$ cat config.mk
export PLATFORM = sky130hd
export DESIGN_NAME = spi_arbiter
export DESIGN_NICKNAME = d
export VERILOG_FILES = /design/src/rtl/spi_arbiter.sv
export SDC_FILE = /design/constraint.sdc
export NUM_CORES = 1
export LEC_CHECK = 0
export BUFFER_PORTS_ARGS = -buffer_cell sky130_fd_sc_hd__clkbuf_2
export CELL_PAD_IN_SITES_DETAIL_PLACEMENT = 1
export CELL_PAD_IN_SITES_GLOBAL_PLACEMENT = 2
export CORE_MARGIN = 2
export CORE_UTILIZATION = 27
export DETAILED_ROUTE_END_ITERATION = 10
export GPL_TIMING_DRIVEN = 0
export PLACE_DENSITY_LB_ADDON = 0.1
export SYNTH_ARGS = -nofsm -noshare
export SYNTH_HDL_FRONTEND = slang
export SYNTH_SLANG_ARGS = --single-unit
$ cat constraint.sdc
create_clock -name clk -period 2.8 [get_ports clk]
set_input_delay 0.14 -clock clk [delete_from_list [all_inputs] [get_ports clk]]
set_output_delay 0.14 -clock clk [all_outputs]
set_load 0.02 [all_outputs]
$ cat src/rtl/spi_arbiter.sv
// spi_arbiter: round-robin sharing of one SPI monarch between port 0 (inertial) and port 1 (A2D).
// Optional macro SPI_ARB_TIMEOUT_EN adds a WAIT watchdog with a timeout_err pulse.
module spi_arbiter #(
    parameter int GAP_CYCLES     = 4,
    parameter int TIMEOUT_CYCLES = 4096
) (
    input  logic        clk,
    input  logic        rst,
    input  logic        req0,
    input  logic [15:0] cmd0,
    input  logic        req1,
    input  logic [15:0] cmd1,
    output logic        done0,
    output logic [15:0] resp0,
    output logic        done1,
    output logic [15:0] resp1,
    output logic        mnrch_wrt,
    output logic [15:0] mnrch_cmd,
    input  logic        mnrch_done,
    input  logic [15:0] mnrch_resp,
    output logic        sel,
    output logic        busy,
`ifdef SPI_ARB_TIMEOUT_EN
    output logic        timeout_err,
`endif
    output logic [1:0]  state_dbg
);
    // Handshake: reqN is a level held until doneN; doneN is a one-cycle pulse with respN valid.
    // mnrch_wrt is a one-cycle start; mnrch_resp is taken only when mnrch_done pulses in WAIT.
    typedef enum logic [1:0] {IDLE = 2'd0, ISSUE = 2'd1, WAIT = 2'd2, GAP = 2'd3} state_t;

    localparam int GW = (GAP_CYCLES > 1) ? $clog2(GAP_CYCLES) : 1;
    localparam logic [GW-1:0] GAP_LAST = GW'((GAP_CYCLES > 0) ? GAP_CYCLES - 1 : 0);
    localparam state_t AFTER_WAIT = (GAP_CYCLES == 0) ? IDLE : GAP;

    if (TIMEOUT_CYCLES < 1) begin : g_bad_timeout
        $error("TIMEOUT_CYCLES must be at least 1");
    end

    state_t        state;
    logic          last;
    logic [GW-1:0] gap_cnt;
    logic          grant_any;
    logic          grant_port;

`ifdef SPI_ARB_TIMEOUT_EN
    localparam int TW = (TIMEOUT_CYCLES > 1) ? $clog2(TIMEOUT_CYCLES) : 1;
    localparam logic [TW-1:0] TO_LAST = TW'(TIMEOUT_CYCLES - 1);
    logic [TW-1:0] wait_cnt;
`endif

    // On a tie the port that did not win last time is granted.
    always_comb begin
        grant_any  = req0 | req1;
        grant_port = (req0 & req1) ? ~last : req1;
    end

    assign busy      = (state != IDLE);
    assign state_dbg = state;

    always_ff @(posedge clk) begin
        if (rst) begin
            state     <= IDLE;
            last      <= 1'b1;
            sel       <= 1'b0;
            mnrch_cmd <= '0;
            mnrch_wrt <= 1'b0;
            done0     <= 1'b0;
            done1     <= 1'b0;
            resp0     <= '0;
            resp1     <= '0;
            gap_cnt   <= '0;
`ifdef SPI_ARB_TIMEOUT_EN
            wait_cnt    <= '0;
            timeout_err <= 1'b0;
`endif
        end else begin
            mnrch_wrt <= 1'b0;
            done0     <= 1'b0;
            done1     <= 1'b0;
`ifdef SPI_ARB_TIMEOUT_EN
            timeout_err <= 1'b0;
`endif
            case (state)
                IDLE: begin
                    if (grant_any) begin
                        sel       <= grant_port;
                        last      <= grant_port;
                        mnrch_cmd <= grant_port ? cmd1 : cmd0;
                        mnrch_wrt <= 1'b1;
                        state     <= ISSUE;
                    end
                end
                ISSUE: begin
                    state <= WAIT;
`ifdef SPI_ARB_TIMEOUT_EN
                    wait_cnt <= '0;
`endif
                end
                WAIT: begin
                    if (mnrch_done) begin
                        if (sel) begin
                            resp1 <= mnrch_resp;
                            done1 <= 1'b1;
                        end else begin
                            resp0 <= mnrch_resp;
                            done0 <= 1'b1;
                        end
                        gap_cnt <= '0;
                        state   <= AFTER_WAIT;
                    end
`ifdef SPI_ARB_TIMEOUT_EN
                    else if (wait_cnt == TO_LAST) begin
                        if (sel) begin
                            resp1 <= 16'hFFFF;
                            done1 <= 1'b1;
                        end else begin
                            resp0 <= 16'hFFFF;
                            done0 <= 1'b1;
                        end
                        timeout_err <= 1'b1;
                        gap_cnt     <= '0;
                        state       <= AFTER_WAIT;
                    end else begin
                        wait_cnt <= wait_cnt + 1'b1;
                    end
`endif
                end
                GAP: begin
                    if (gap_cnt == GAP_LAST) begin
                        state <= IDLE;
                    end else begin
                        gap_cnt <= gap_cnt + 1'b1;
                    end
                end
                default: state <= IDLE;
            endcase
        end
    end
endmodule

# After elaboration in Yosys (flattened, before gate mapping)
# Cells that the tools add are included.
[word_totals]
register_bits = 57
output_inout_bits = 55
inputBits = 53
wordCells = 48
[op_classes]
reduce_logical = 10
n_addsub = 1
mux = 12
n_eq_ne = 8
bitwise_logic = 7
[ops]
columns = ["operator", "n"]
rows = [
  ["$mux 16", 1],
  ["$reduce_and 3->1", 4],
  ["$mux 2", 5],
  ["$ne 2x2->1 const B", 4],
  ["$pmux 2 s4", 1],
  ["$eq 2x2->1 const B", 3],
  ["$not 1->1", 5],
  ["$mux 1", 4],
  ["$pmux 2 s2", 1],
  ["$reduce_bool 2->1", 2],
  ["$reduce_or 3->1", 1],
  ["$add 2x1->2 const B", 1],
  ["$eq 2x1->1 const B", 1],
  ["$logic_not 2->1", 1],
  ["$reduce_and 2->1", 1],
  ["$reduce_or 2->1", 1],
  ["$and 1x1->1", 1],
  ["$or 1x1->1", 1],
]

# Logic depth before layout (Yosys ltp)
# Gate-level depths: netlist of run 1.
[depth]
word_depth = 3
depth_mapped = 7
ltp_nobuf = 5

# Worst setup path after synthesis of run 1
# No wires, ideal clock.
[synth_timing]
kind = "reg-to-reg"
startpoint = "reg state[0], in the netlist state_dbg[0]"
endpoint = "reg resp1[10]"
t_arrival_ns = 1.525
stages_incl_launch_ff = 7
setup_time_ns = 0.070
slack_ns = 1.204
synth_period_minus_slack_ns = 1.596
path_buffers = 1
t_required_ns = 2.730
cell_sequence = "dfxtp_1 > inv_1 > ha_1 > nand3_1 > clkbuf_1 > nand2_1 > a21oi_1"
[synth_between]
elab_chain_len = 2
[synth_lines]
columns = ["element", "line", "text"]
rows = [
  ["from (decl)", "40", "state_t state;"],
  ["from (signal assigned)", "63", "state <= IDLE;"],
  ["from (signal assigned)", "91", "state <= ISSUE;"],
  ["from (signal assigned)", "95", "state <= WAIT;"],
  ["$eq 2x2->1", "84", "case (state)"],
  ["$reduce_and 3->1 (no source line)", "-", ""],
  ["to (signal assigned)", "103", "resp1 <= mnrch_resp;"],
  ["to (decl)", "16", "output logic [15:0] resp1,"],
]
# No other way between the ends.
# A chain may end at the register's enable or synchronous reset.

# Final worst setup path of run 1
[layout_timing]
startpoint = "reg state[0], in the netlist state_dbg[0]"
endpoint = "reg resp1[9]"
# The elaborated chain is that of the path after synthesis.

==> results.json, run 1 <==
{
  "grt_usage_pct": 15.1,
  "drc": 0,
  "grt_setup_unrepaired": "no",
  "path_max_fanout": 10,
  "core_mm2": 0.00859,
  "via_count": 2312,
  "finalHoldViolCount": 0,
  "max_freq_mhz": 553,
  "ant_nets": 0,
  "n_fill_cell": 1087,
  "clock_sinks": 57,
  "crit_required_ns": 3.05,
  "cts-hold-fix-buffers": 0,
  "fin_tns_setup_ns": 0,
  "synth_edf_count": 0,
  "synthTopCellsByArea": "dfxtp_1, nand2_1, a21oi_1, a211oi_2, nor2_1",
  "synthXorXnorAreaFrac_pct": 0,
  "clockRootBuffer": "clkbuf_8",
  "maxCapViolations": 0,
  "synth_top_area_share_pct": 48.5,
  "die_area_mm2": 0.00947,
  "cp_data_arrival_time_ns": 2.06,
  "cts_resized": 0,
  "critPathCaptureType": "flip-flop",
  "htree_levels": 3,
  "cts_setup_buffers": 0,
  "worstReg2RegEnd": "resp1[9]$_SDFFE_PP0P_",
  "layout_setup_ws_ns": 0.993,
  "fp-row-count": 34,
  "grt_pass1_wl_mm": 11.4,
  "yosysTopAreaCell": "dfxtp_1",
  "io_pins": 108,
  "drv_slew": 0,
  "hold_class": "primary input to flip-flop",
  "setup_violations": 0,
  "seq_area_frac_synth_pct": 48.5,
  "grt_max_degree": 11,
  "synth_fa_ha_area_share_pct": 3.19,
  "start_util_pct": 27.4,
  "synth_cell_types": 32,
  "fp.dieW_um": 97.3,
  "final_core_util_pct": 37.7,
  "grt_overflow_total": 0,
  "die_h_um": 97.3,
  "p_leak_nw": 1.47,
  "grt_pass1_vias": 2318,
  "place_ws_ns": 0.915,
  "drt_wl_total_mm": 7.14,
  "area_delta_synth_final_pct": 37.8,
  "synth_top_family_by_area": "compound AO/OA/AOI/OAI gates",
  "synth_seq_cells": 57,
  "clk_pin_slew_ns": 0.07,
  "vias_per_cell": 4.52,
  "power_per_cell_area_mw_per_mm2": 870,
  "finClkSkew_ns": 0.00557,
  "gp_congestion": 0.699,
  "postSynth.asyncResetShare_pct": 0,
  "rr_worst_depth": 6,
  "synth.avg_cell_area_um2": 8.31,
  "worstSetupStartpoint": "state_dbg[0]$_SDFFE_PP0P_",
  "start_kind": "flip-flop",
  "io_buffers": 105,
  "finalCritPeriodShare_pct": 64.5,
  "drive_gt1_share_pct": 35.5,
  "antenna_cells": 0,
  "cts_buffers": 9,
  "ir_drop_uv": 308,
  "cp-endpoint": "resp1[9]$_SDFFE_PP0P_",
  "drt_iter0_markers": 34,
  "synthMuxAreaShare_pct": 0.852,
  "worstSetupPathType": "flip-flop to flip-flop",
  "yosys_warnings": 0,
  "tightestPinTransition_ns": 0.625,
  "cts_buffer_depth": 2,
  "relSlewSlack_pct": 58.3,
  "dp.final_hpwl_mm": 5.35,
  "wire_per_inst_um": 14.0,
  "ys.flop_type": "dfxtp_1",
  "final.min_clock_period_ns": 1.81,
  "synth-compound-area-share_pct": 22.6,
  "syn_area_mm2": 0.00235,
  "syn_inst": 283,
  "layout.nets": 458,
  "syn_nets": 342,
  "antenna_found_initial": 0,
  "worstSkewPairLatency_ns": 0.32,
  "worstReg2RegStart": "state_dbg[0]$_SDFFE_PP0P_",
  "yosys.area_share.simple_pct": 20.1,
  "status": "completed",
  "cts_tree": "yes",
  "reg2reg_setup_slack_ns": 0.99,
  "dr.pass1.iters": 4
}
[flip-flops by register name, summed over array words and instances, names as in the netlist]
signal	flops
resp1	16
mnrch_cmd	16
mnrch_wrt	1
done1	1
sel	1
gap_cnt	2
resp0	16
done0	1
state_dbg	2
last	1
[cell usage in the layout, fill, tap and decap left out, types with 3 or more instances in the layout]
cell type    n
inv_1        5
buf_2        4
o21ai_0      4
nor2_1      21
ha_1         6
clkbuf_1     7
a21oi_1     49
nand2_1     85
a211oi_2     9
clkbuf_2   107
clkbuf_8    12
nor2b_1      3
a211oi_1     7
dfxtp_1     57
[power by group]
| part | internal [mW] | switching [mW] | total (mW) |
|---|---|---|---|
| Combinational | 0.325 | 0.563 | 0.888 |
| Clock | 0.570 | 0.323 | 0.894 |
| Sequential | 0.951 | 0.0848 | 1.04 |
[metrics by stage]
step | area (um^2) | total power, mW | hold WS (ns) | std cells
2_1_floorplan | 2350 | 1.65 | 0.276 | 283
3_3_place_gp | 3010 | 1.95 | 0.371 | 496
3_5_place_dp | 3010 | 1.97 | 0.379 | 496
4_1_cts | 3240 | 2.88 | 0.0140 | 511
5_1_grt | 3240 | 2.99 | 0.0356 | 511
6_report | 3240 | 2.82 | 0.0409 | 511
[how the worst min path moves through the flow]
stage,start,end,slack (ns),depth (start not counted)
floorplan,mnrch_resp[10],resp0[10]$_SDFFE_PP0P_,0.28,2
global placement,cmd0[6],mnrch_cmd[6]$_SDFFE_PP0P_,0.37,3
detailed placement,cmd0[4],mnrch_cmd[4]$_SDFFE_PP0P_,0.38,3
CTS,cmd0[3],mnrch_cmd[3]$_SDFFE_PP0P_,0.01,3
global route,cmd0[3],mnrch_cmd[3]$_SDFFE_PP0P_,0.04,3
finish,cmd0[3],mnrch_cmd[3]$_SDFFE_PP0P_,0.04,3
[cells in the mapped netlist (2+ instances only)]
library cell and instances:
a211oi_1 7, dfxtp_1 57, clkbuf_1 6, and3b_1 2
a21oi_1 49, buf_6 2, a211oi_2 9, buf_4 2
and3_1 2, nand2_1 85, buf_2 4, nor2b_1 3
o21bai_1 2, ha_1 6, inv_1 5, o21ai_0 4
mux2i_1 2, nor2_1 21, clkbuf_2 2
[area by class of cell]
type                    count  area (um^2)  area share, %
multi-input cells         204         1100           33.9
inverters                   5         18.8          0.579
repair buffers            105          526           16.2
plain buffers              17         93.8           2.90
clock inverters             2         60.1           1.85
clock buffers              13          169           5.21
well taps                 108          135           4.17
flip-flops and latches     57         1140           35.2
[cells by family after synthesis]
| group | after synthesis |
|---|---|
| AO/OA/AOI/OAI | 79 |
| AND/OR/NAND/NOR | 117 |
| multiplexers | 2 |
| flip-flops | 57 |
| buffers and inverters | 22 |
| adder cells (fa/ha/maj) | 6 |
[metal layers]
metal / track usage (%) / vias up / share of wire, %
li1: - / 1177 / -
met1: 18.4 / 1060 / 44
met2: 25.5 / 67 / 48
met3: 4.10 / 8 / 6.7
met4: 6.09 / 0 / 1.1
met5: 0 / - / 0
[worst max-delay path, stage by stage, from the launching register on]
cell and delay [ns]:
dfxtp_1 0.38, inv_1 0.11, ha_1 0.26, nand3_1 0.31, clkbuf_1 0.42, nand2_1 0.10, a21oi_1 0.16
(Power assumes the default switching activity.)
==> run 2: changes to the inputs <==
--- a/config.mk
+++ b/config.mk
@@ -9,7 +9,7 @@
 export CELL_PAD_IN_SITES_DETAIL_PLACEMENT = 1
 export CELL_PAD_IN_SITES_GLOBAL_PLACEMENT = 2
 export CORE_MARGIN = 2
-export CORE_UTILIZATION = 27
+export CORE_UTILIZATION = 23
 export DETAILED_ROUTE_END_ITERATION = 10
 export GPL_TIMING_DRIVEN = 0
 export PLACE_DENSITY_LB_ADDON = 0.1
==> constraint.sdc (replaced) <==
create_clock -name clk -period 1.55 [get_ports clk]
set_input_delay 0.0775 -clock clk [delete_from_list [all_inputs] [get_ports clk]]
set_output_delay 0.0775 -clock clk [all_outputs]
set_load 0.02 [all_outputs]
==> run 2 against run 1 <==
  * Sequential cell count stayed put
  * Combinational power rose by 100%
  * Final area up 11%
  * Worst setup slack worse by 0.88 ns
  * Sequential share of layout area is 3.4 points lower
  * Global-route usage down 0.35 points
  * Worst hold slack lost 0.022 ns
  * Core utilization down 1.2 points
  * Sequential power grew 82%
  * Critical path depth unchanged
==> results.json, run 2 (same netlist as run 1, synthesis figures left out) <==
{
  "grt_max_degree": 11,
  "layout.nets": 490,
  "io_pins": 108,
  "core_mm2": 0.00986,
  "die_h_um": 105,
  "grt_usage_pct": 14.8,
  "cp_data_arrival_time_ns": 1.68,
  "worstSkewPairLatency_ns": 0.33,
  "register_area_mm2": 0.00115,
  "die_area_mm2": 0.0110,
  "cts_buffer_depth": 2,
  "drc": 0,
  "drive_gt1_share_pct": 34.7,
  "crit_required_ns": 1.79,
  "dp.cells": 521,
  "p_leak_nw": 1.58,
  "setup_violations": 0,
  "htree_levels": 3,
  "via_count": 2484,
  "relSlewSlack_pct": 53.1,
  "critPathCaptureType": "flip-flop",
  "dp.final_hpwl_mm": 5.75,
  "max_freq_mhz": 697,
  "mostFrequentLayoutCell": "clkbuf_2",
  "cts_tree": "yes",
  "reg_top3": "mnrch_cmd (16), resp0 (16), resp1 (16)",
  "status": "completed",
  "clk_pin_slew_ns": 0.07,
  "path_max_fanout": 10,
  "worstSetupPathType": "flip-flop to flip-flop",
  "start_util_pct": 23.8,
  "tightestPinTransition_ns": 0.703,
  "grt_pass1_wl_mm": 12.9,
  "power_per_cell_area_mw_per_mm2": 1350,
  "holdWs_ns": 0.0191,
  "final_cell_mix": "clkbuf_2, nand2_1, dfxtp_1",
  "io_buffers": 105,
  "final.min_clock_period_ns": 1.43,
  "drt_iter0_markers": 47,
  "finClkSkew_ns": 0.00700,
  "drt_wl_total_mm": 7.97,
  "ir_drop_uv": 796,
  "grt_overflow_total": 0,
  "finalCritPeriodShare_pct": 92.6,
  "ant_nets": 0,
  "dr.pass1.iters": 4,
  "wire_per_inst_um": 14.0,
  "cts_buffers": 9,
  "grt_pass1_vias": 2625,
  "fin_tns_setup_ns": 0,
  "gp_congestion": 0.751,
  "grt_setup_unrepaired": "no",
  "antenna_found_initial": 0,
  "reg2reg_setup_slack_ns": 0.12,
  "n_fill_cell": 1213,
  "area_delta_synth_final_pct": 53.1,
  "vias_per_cell": 4.37,
  "antenna_cells": 0,
  "fp-row-count": 36,
  "finalNonFillerCells": 568,
  "finalHoldViolCount": 0,
  "hold_class": "primary input to flip-flop",
  "clockRootBuffer": "clkbuf_8",
  "multiInputGateArea_mm2": 0.00115,
  "start_kind": "flip-flop",
  "fp.dieW_um": 105,
  "drv_slew": 0,
  "clock_sinks": 57,
  "maxCapViolations": 0
}
-- run 2: cell count changes in the layout (fill, tap and decap cells not counted), sizes merged --
cell         before  now
dlygate4sd3       0   31
buf               9   11
bufinv            2    0
clkbuf          126  124
clkinv            0    2
clkinvlp          0    1
-- run 2: area by class of cell --
type,instances,area share (%)
Multi-Input combinational cell,204,31.9
Sequential cell,57,31.8
Timing Repair Buffer,137,23.4
Tap cell,133,4.62
Clock buffer,12,4.03
Buffer,17,3.13
Inverter,5,0.522
Clock inverter,3,0.487
-- run 2: what timing repair did --
| action | 4_1_cts | 5_1_grt |
|---|---|---|
| setup endpoints to repair | 34 | 30 |
| hold buffers | 31 | 0 |
| hold endpoints to repair | 46 | 0 |
| pin swaps | 1 | 0 |
| buffers inserted | 1 | 0 |
| cloned | 0 | 0 |
| gates resized for setup | 9 | 13 |
-- run 2: critical path, cell delays in order (launching register included) --
cell and delay, ns:
dfxtp_4 0.36, inv_2 0.12, ha_4 0.23, o21a_4 0.19, buf_4 0.19, nor2_1 0.07
a211oi_2 0.18
-- run 2: metrics by stage --
step                utilization, %  total power [mW]  setup slack (ns)  instance area, um^2
global placement              30.9              3.54            -0.150                 3040
finish                        36.5              4.87             0.115                 3600
floorplan                        -              2.98            0.0130                 2350
detailed placement            30.9              3.57            -0.158                 3040
global route                  36.5              5.23           0.00590                 3600
CTS                           36.1              4.94           0.00149                 3560
-- run 2: layer usage --
layer	up-vias	wire length, um	global-route usage, %
li1	1248	-	-
met1	1174	3730	18.8
met2	52	3850	24.5
met4	0	98	5.43
met5	-	0	0
met3	10	294	3.18
-- run 2: report_power, final --
part	internal (mW)	switching (mW)
clock network	0.610	0.594
logic	0.706	1.07
registers	1.73	0.164
-- run 2: worst paths after layout --
check	from	endpoint	cells past startpoint
hold / removal	cmd0[14]	mnrch_cmd[14]$_SDFFE_PP0P_	3
setup / recovery	state_dbg[0]$_SDFFE_PP0P_	mnrch_cmd[14]$_SDFFE_PP0P_	6
setup reg to reg	state_dbg[0]$_SDFFE_PP0P_	mnrch_cmd[14]$_SDFFE_PP0P_	6
hold reg to reg	resp1[5]$_SDFFE_PP0P_	resp1[5]$_SDFFE_PP0P_	2
